==> src/rtl/noc_endpoint.sv <==
// rtl/noc_endpoint.sv - NoC local endpoint: registered TX flit and RX FIFO toward the user
// Optional NOC_EP_DEST_CHECK_EN: drop and count received flits not addressed to this node.
module noc_endpoint #(
  parameter int DATA_WIDTH = 216,
  parameter int POS_WIDTH  = 4,
  parameter int POS_X      = 1,
  parameter int POS_Y      = 1,
  parameter int RX_DEPTH   = 4
) (
  input  logic                              clk,
  input  logic                              rst,
  output logic [DATA_WIDTH-1:0]             noc_out_data,
  output logic                              noc_out_valid,
  input  logic                              noc_out_busy,
  input  logic [DATA_WIDTH-1:0]             noc_in_data,
  input  logic                              noc_in_valid,
  output logic                              noc_in_busy,
  input  logic [DATA_WIDTH-4*POS_WIDTH-1:0] tx_payload,
  input  logic [POS_WIDTH-1:0]              tx_dst_x,
  input  logic [POS_WIDTH-1:0]              tx_dst_y,
  input  logic                              tx_valid,
  output logic                              tx_ready,
  output logic [DATA_WIDTH-4*POS_WIDTH-1:0] rx_payload,
  output logic [POS_WIDTH-1:0]              rx_src_x,
  output logic [POS_WIDTH-1:0]              rx_src_y,
  output logic                              rx_valid,
  input  logic                              rx_ready,
  output logic [15:0]                       drop_count
);

  localparam int PW = DATA_WIDTH - 4*POS_WIDTH;
  localparam int EW = PW + 2*POS_WIDTH;
  localparam int AW = (RX_DEPTH > 2) ? $clog2(RX_DEPTH) : 1;
  localparam int CW = AW + 1;
  localparam logic [POS_WIDTH-1:0] MY_X = POS_WIDTH'(POS_X);
  localparam logic [POS_WIDTH-1:0] MY_Y = POS_WIDTH'(POS_Y);

  typedef enum logic {TX_IDLE, TX_SEND} tx_state_t;

  tx_state_t tx_state, tx_state_nxt;
  logic      tx_xfer;

  always_comb begin
    tx_state_nxt  = tx_state;
    tx_ready      = 1'b1;
    noc_out_valid = 1'b0;
    case (tx_state)
      TX_SEND: begin
        tx_ready      = ~noc_out_busy;
        noc_out_valid = 1'b1;
      end
      default: ;
    endcase
    tx_xfer = tx_valid & tx_ready;
    // A new user flit wins over returning to idle so back-to-back flits stream.
    if (tx_xfer)
      tx_state_nxt = TX_SEND;
    else if (noc_out_valid && !noc_out_busy)
      tx_state_nxt = TX_IDLE;
  end

  always_ff @(posedge clk or negedge rst) begin
    if (!rst) begin
      tx_state     <= TX_IDLE;
      noc_out_data <= '0;
    end else begin
      tx_state <= tx_state_nxt;
      if (tx_xfer)
        noc_out_data <= {tx_dst_x, tx_dst_y, MY_X, MY_Y, tx_payload};
    end
  end

  // Only source coordinates and payload are kept; the destination is consumed on entry.
  logic [EW-1:0] rx_mem [RX_DEPTH];
  logic [EW-1:0] rx_head;
  logic [AW-1:0] wr_ptr, rd_ptr;
  logic [CW-1:0] rx_count;
  logic          rx_accept, rx_push, rx_pop;

  assign noc_in_busy = (rx_count == CW'(RX_DEPTH));
  assign rx_valid    = (rx_count != '0);
  assign rx_accept   = noc_in_valid & ~noc_in_busy;
  assign rx_pop      = rx_valid & rx_ready;

  assign rx_head    = rx_mem[rd_ptr];
  assign rx_payload = rx_head[PW-1:0];
  assign rx_src_y   = rx_head[PW+POS_WIDTH-1 -: POS_WIDTH];
  assign rx_src_x   = rx_head[EW-1 -: POS_WIDTH];

`ifdef NOC_EP_DEST_CHECK_EN
  logic dst_hit;
  assign dst_hit = (noc_in_data[DATA_WIDTH-1 -: POS_WIDTH] == MY_X) &&
                   (noc_in_data[DATA_WIDTH-POS_WIDTH-1 -: POS_WIDTH] == MY_Y);
  assign rx_push = rx_accept & dst_hit;

  always_ff @(posedge clk or negedge rst) begin
    if (!rst)
      drop_count <= '0;
    else if (rx_accept && !dst_hit && drop_count != 16'hFFFF)
      drop_count <= drop_count + 16'd1;
  end
`else
  logic unused_dst;
  assign unused_dst = ^noc_in_data[DATA_WIDTH-1:EW];
  assign rx_push    = rx_accept;
  assign drop_count = '0;
`endif

  always_ff @(posedge clk) begin
    if (rx_push)
      rx_mem[wr_ptr] <= noc_in_data[EW-1:0];
  end

  always_ff @(posedge clk or negedge rst) begin
    if (!rst) begin
      wr_ptr   <= '0;
      rd_ptr   <= '0;
      rx_count <= '0;
    end else begin
      if (rx_push)
        wr_ptr <= AW'((wr_ptr + 1'b1) % RX_DEPTH);
      if (rx_pop)
        rd_ptr <= AW'((rd_ptr + 1'b1) % RX_DEPTH);
      case ({rx_push, rx_pop})
        2'b10:   rx_count <= rx_count + 1'b1;
        2'b01:   rx_count <= rx_count - 1'b1;
        default: rx_count <= rx_count;
      endcase
    end
  end

endmodule

==> config.mk <==
export PLATFORM = sky130hd
export DESIGN_NAME = noc_endpoint
export DESIGN_NICKNAME = d
export VERILOG_FILES = /design/src/rtl/noc_endpoint.sv
export SDC_FILE = /design/constraint.sdc
export NUM_CORES = 1
export LEC_CHECK = 0
export ABC_AREA = 1
export CAP_MARGIN = 20
export CORE_AREA = 2 2 337 339
export CTS_CLUSTER_SIZE = 28
export DETAILED_ROUTE_END_ITERATION = 10
export DIE_AREA = 0 0 339 341
export HOLD_SLACK_MARGIN = 0.06
export PLACE_DENSITY = 0.6
export RECOVER_POWER = 25
export SLEW_MARGIN = 10
export SYNTH_ARGS = -nofsm -noshare
export SYNTH_HDL_FRONTEND = slang
export SYNTH_SLANG_ARGS = --single-unit
==> constraint.sdc <==
create_clock -name clk -period 13.7 [get_ports clk]
set_clock_uncertainty 0.2 [all_clocks]
set_input_delay 2.74 -clock clk [delete_from_list [all_inputs] [get_ports clk]]
set_output_delay 2.74 -clock clk [all_outputs]
set_load 0.005 [all_outputs]
# After elaboration in Yosys (flattened, before gate mapping)
# Memories as Yosys holds them, arrays and structs flattened.
# Cells that the tools add are included.
dict set report classes {
  n_bitwise 5
  reduce_logical 5
  eq_ne 3
  addsub 4
  n_mux 7
}
# cell count
set op_table {}
lappend op_table {{$mux W1} 6}
lappend op_table {{$pmux W3 S2} 1}
lappend op_table {{$add A2 B1 Y2 const B} 2}
lappend op_table {{$reduce_bool A2 Y1} 2}
lappend op_table {{$add A3 B1 Y3 const B} 1}
lappend op_table {{$and A1 B1 Y1} 3}
lappend op_table {{$eq A3 B3 Y1 const B} 1}
lappend op_table {{$reduce_bool A3 Y1} 1}
lappend op_table {{$sub A3 B1 Y3 const B} 1}
lappend op_table {{$eq A2 B1 Y1 const B} 1}
lappend op_table {{$eq A2 B2 Y1 const B} 1}
lappend op_table {{$not A1 Y1} 2}
lappend op_table {{$logic_and A1 B1 Y1} 1}
lappend op_table {{$logic_not A1 Y1} 1}
dict set report totals {
  output_inout_bits 444
  ramBits 832
  elab_cells 30
  memories 1
  inputBits 430
  reg_bits 218
}
# memory words width read_ports rd_ports_with_merged_regs wr line_no
set memory_table {}
lappend memory_table {rx_mem 4 208 1 0 1 74} ;# logic [EW-1:0] rx_mem [RX_DEPTH];

# Longest topological paths before layout
dict set report logic_depth {
  depth_word 5
  mapped_depth 12
  mapped_depth_nobuf 12
}

# Least setup slack after synthesis
# OpenSTA, ideal clock, no wires.
dict set report synth_path {
  path_type {input-to-reg}
  start {in noc_in_valid}
  end {mem rx_mem[0][0] in the netlist's numbering, enable pin}
  required_time_ns 12.719
  setup_slack_ns 1.209
  path_buffers 0
  path_stages 2
  setup_ns 0.781
  t_arrival_ns 11.510
  path_cell_list {nand2_1 -> nor2_1}
}
dict set report synth_between {
  elab_chain_cells 3
}
# item line_no
set synth_lines {}
lappend synth_lines {{start, declared} 16} ;# input logic noc_in_valid,
lappend synth_lines {{$and A1 B1 Y1} 82} ;# assign rx_accept = noc_in_valid & ~noc_in_busy;
lappend synth_lines {{$mux W1} 110} ;# if (rx_push)
lappend synth_lines {{$mux W1 (not written as such)} 111} ;# rx_mem[wr_ptr] <= noc_in_data[EW-1:0];
lappend synth_lines {{end, declared} 74}
# No other way between the ends.

# Final worst setup path
dict set report layout_path {
  start {reg rd_ptr[0]}
  end {out rx_payload[88]}
}
dict set report layout_between {
  elab_chain_cells 1
}
# item line_no
set layout_lines {}
lappend layout_lines {{start, declared} 76} ;# logic [AW-1:0] wr_ptr, rd_ptr;
lappend layout_lines {{start signal, assigned} 123} ;# rd_ptr <= AW'((rd_ptr + 1'b1) % RX_DEPTH);
lappend layout_lines {{$mem_v2 Z4 W208} n/a}
lappend layout_lines {{end, declared} 23} ;# output logic [DATA_WIDTH-4*POS_WIDTH-1:0] rx_payload,
# No other way between the ends.

==> results.txt <==
* Total die area: 115,600 µm²
- Total buffers and inverters traversed by the critical path: 5
* Placed Cells: 5,584
- Layout cells sized above 1: 4.883%
- Among all flip-flop cells after synthesis, the most frequent one is sky130_fd_sc_hd__edfxtp_1.
- Number of CTS-inserted buffers: 113
- The initial antenna violation count came to 103.
* Crit Path Category: reg2out
* Leading post-synthesis cells by instance count: sky130_fd_sc_hd__nand2_1, sky130_fd_sc_hd__edfxtp_1, sky130_fd_sc_hd__inv_1
- Post-synthesis register bit count: 1,049
- The total count of max-transition violations in the final report came to 97.
- Synthesis warning total: 0
* Mean cell area of the mapped netlist: 12.12 µm²
- After clock tree synthesis, the flow added hold-fix buffers numbering 0.
- For this run, the register share of the synthesized area comes to 73.39%.
- Min Tclk post-route: 7.481 ns
- Initial core utilization: 37.04%
- Buffers added to address setup during post-CTS repair amount to 0.
- Summing all placed instances gives a cell area of 51,080 µm².
- Die width: 339 µm
- Adding up every negative setup slack in the final design gives 0 ns.
- Wire length of the first global-routing pass: 174,200 µm
- Dividing the detail-routed wire length by the instance count gives 20.47 µm.
* Total number of vias: 27.76k
- FP Rows: 123
* Period Utilization, post-route: 54.61%
* Number of global-route vias before repair: 26.87k
* Clock latency reported for the late side of the worst-skew pair: 0.68 ns
- The worst setup path is captured at an output pin.
- Syn-to-layout area delta: 32.83%
* Maximum fanout along the worst path: 232
* Largest net degree at the start of global routing: 233
- Timing would allow up to 133.7 MHz.
- First drt pass iteration count: 5
* Syn Inst Count: 3,419
- Count of nets after finishing: 4,638
* Critical path's largest stage delay: 0.73 ns
* Post-layout instance count excluding filler cells: 5,856
- Summed over all nets, the half-perimeter wirelength after detailed placement is 79,350 µm.
* Run status: finished, violations left
- Post-route design area: 55,050 µm²
- Total congestion overflow after global routing: 0
- Post-CTS repair changed the size of 0 cells.
- Setup violations remaining at the end of the flow were counted as 0.
- Wires add up to 119,900 µm.
- The largest total area in the synthesized netlist belongs to sky130_fd_sc_hd__edfxtp_1.
- Clock slew seen by the registers of the worst setup and hold paths: 0.06 ns
* Per-cell via count in the routed design: 4.740
- Maximum vdd drop: 0.1566 mV
- Unrepaired setup endpoints after global routing: no
* Worst-Margin Slew: 5.280 ns
- Class of the tightest hold or removal check: reg2reg
- IO Count: 874
* DRC violations left: 0
* Clock tree from TritonCTS: built
- The synthesized design contains 832 enable-type register cells.
- The total area inside the core boundary comes to 111,900 µm².
- H-tree Lvls: 3
* Total GRT Usage: 20.29%
- In this design, the largest share of critical-path delay is due to buffers and inverters.
- In this run the power density over the cells is 196.9 nW/µm².
- Clock buffer depth: 3
* Worst-case headroom to the max-slew limit: -252.0%
- Worst Path Required: 10.76 ns
* Final-report hold violation count: 0
- Total standard cell area after synthesis: 41,440 µm²
- Proportion of netlist area held by the largest area contributor: 60.28%
- Data on the critical path arrives at its endpoint at 4.54 ns.
- Sinks on Clock Net: 1,049
- Crit-path slowest cell: sky130_fd_sc_hd__buf_4
* Count of distinct cell types in the synthesized netlist: 19
- Max-Cap Viols: 1
- The detail route stage leaves a number of antenna-violating nets equal to 0.
- In this run the static leakage power is 22.16 nW.
* Violations in the final reports: capacitance limit, slew limit
- Die height: 341 µm
- Async SR Flop Fraction: 20.69%
- Top area cells in the synthesized netlist: sky130_fd_sc_hd__edfxtp_1, sky130_fd_sc_hd__dfrtp_1, sky130_fd_sc_hd__nand2_1
* Starting DRT DRC Count: 1,467
- Category of the worst setup path launch point: flop
- Walking the worst path, the cells encountered are inv_8 -> buf_16 -> buf_4 -> buf_12 -> o211ai_1 -> nand2_1 -> clkdlybuf4s50_1.
* Most frequently used cell type in the post-synthesis netlist: sky130_fd_sc_hd__nand2_1
* CTS root buffer: sky130_fd_sc_hd__clkbuf_16
- Routability congestion estimate: 0.8886
* # port buffers: 843
-- worst register-to-register path, cell delays in order, from the launching register on --
cell and delay (ns):
sky130_fd_sc_hd__dfrtp_1 0.36, sky130_fd_sc_hd__inv_1 0.09, sky130_fd_sc_hd__nand3_1 0.17, sky130_fd_sc_hd__nand2_1 0.32
sky130_fd_sc_hd__nor2_4 0.84, sky130_fd_sc_hd__buf_4 0.77, sky130_fd_sc_hd__buf_4 0.83
-- final cells by class --
type,count,area (µm²)
Timing Repair Buffer,877,8778
Tap cell,1500,1877
Clock inverter,71,701.9
Clock buffer,143,3064
Inverter,433,1640
Multi-Input combinational cell,1728,8431
Antenna cell,55,137.6
Sequential cell,1049,30420
Fill cell,9848,56840
-- routing by layer --
metal  vias up  part of all wire, %  track usage (%)
met5         -                 0.26                0
met4        48                  4.2            9.694
met3       289                  8.8            8.099
met2       816                   51            35.20
met1     13280                   36            21.51
li1      13320                    -                -
-- registers in the layout, indices dropped and copies added (netlist names) --
| signal | count |
|---|---|
| rx_mem | 832 |
| noc_out_data | 209 |
| rx_count | 3 |
| rd_ptr | 2 |
| wr_ptr | 2 |
| tx_state | 1 |
-- power by group --
group	total (mW)	internal, mW	switching [mW]	leakage [nW]
logic	3.53	1.54	1.99	10.0
clock network	3.05	1.81	1.24	1.83
registers	4.26	4.08	0.176	10.3
total	10.8	7.43	3.41	22.2
-- cells by family (layout without fill, tap and decap cells) --
group	Yosys count	count (layout)	synth area share, %
flip-flops	1049	1049	73.39
adder cells (fa/ha/maj)	6	6	0.1993
buffers and inverters	663	1524	6.569
XOR/XNOR	1	1	0.02114
AND/OR/NAND/NOR	1282	1282	12.27
AO/OA/AOI/OAI	417	417	7.548
other	1	77	0.009048
-- per-stage QoR --
step | hold slack, ns | util [%] | setup WS, ns | total power, mW
after floorplan | 0.2465 | - | 1.209 | 6.114
after global routing | 0.2848 | 49.16 | 5.391 | 11.45
after detailed placement | 0.2570 | 45.65 | 6.639 | 7.917
final | 0.2693 | 49.20 | 6.219 | 10.84
after CTS | 0.2724 | 49.02 | 5.857 | 11.01
after global placement | 0.2539 | 45.65 | 6.713 | 7.884
-- cell usage in the layout, fill, tap and decap left out, drive strengths merged --
cell type,instances
buf,35
diode,55
dlygate4sd3,141
o21ai,1
inv,439
o211ai,416
bufinv,12
conb,22
nor2,4
edfxtp,832
clkdlybuf4s50,700
clkinvlp,5
nand2,1062
nand4,1
xnor2,1
clkbuf,144
fa,1
clkinv,48
ha,5
dfrtp,217
nand3,215
-- worst paths after layout --
kind / slack [ns] / start / end / cells after the start
worst max register to register: 9.71 / rx_count[0] / rx_mem[3][96] / 6
worst min-delay path: 0.27 / noc_out_data[8] / noc_out_data[8] / 2
worst min register to register: 0.27 / noc_out_data[8] / noc_out_data[8] / 2
min in group asynchronous: 3.78 / rst / noc_out_data[0] / 1
worst max-delay path: 6.22 / rd_ptr[0] / rx_payload[88] / 7
max in group asynchronous: 6.43 / rst / noc_out_data[113] / 2
(Power assumes the default switching activity.)
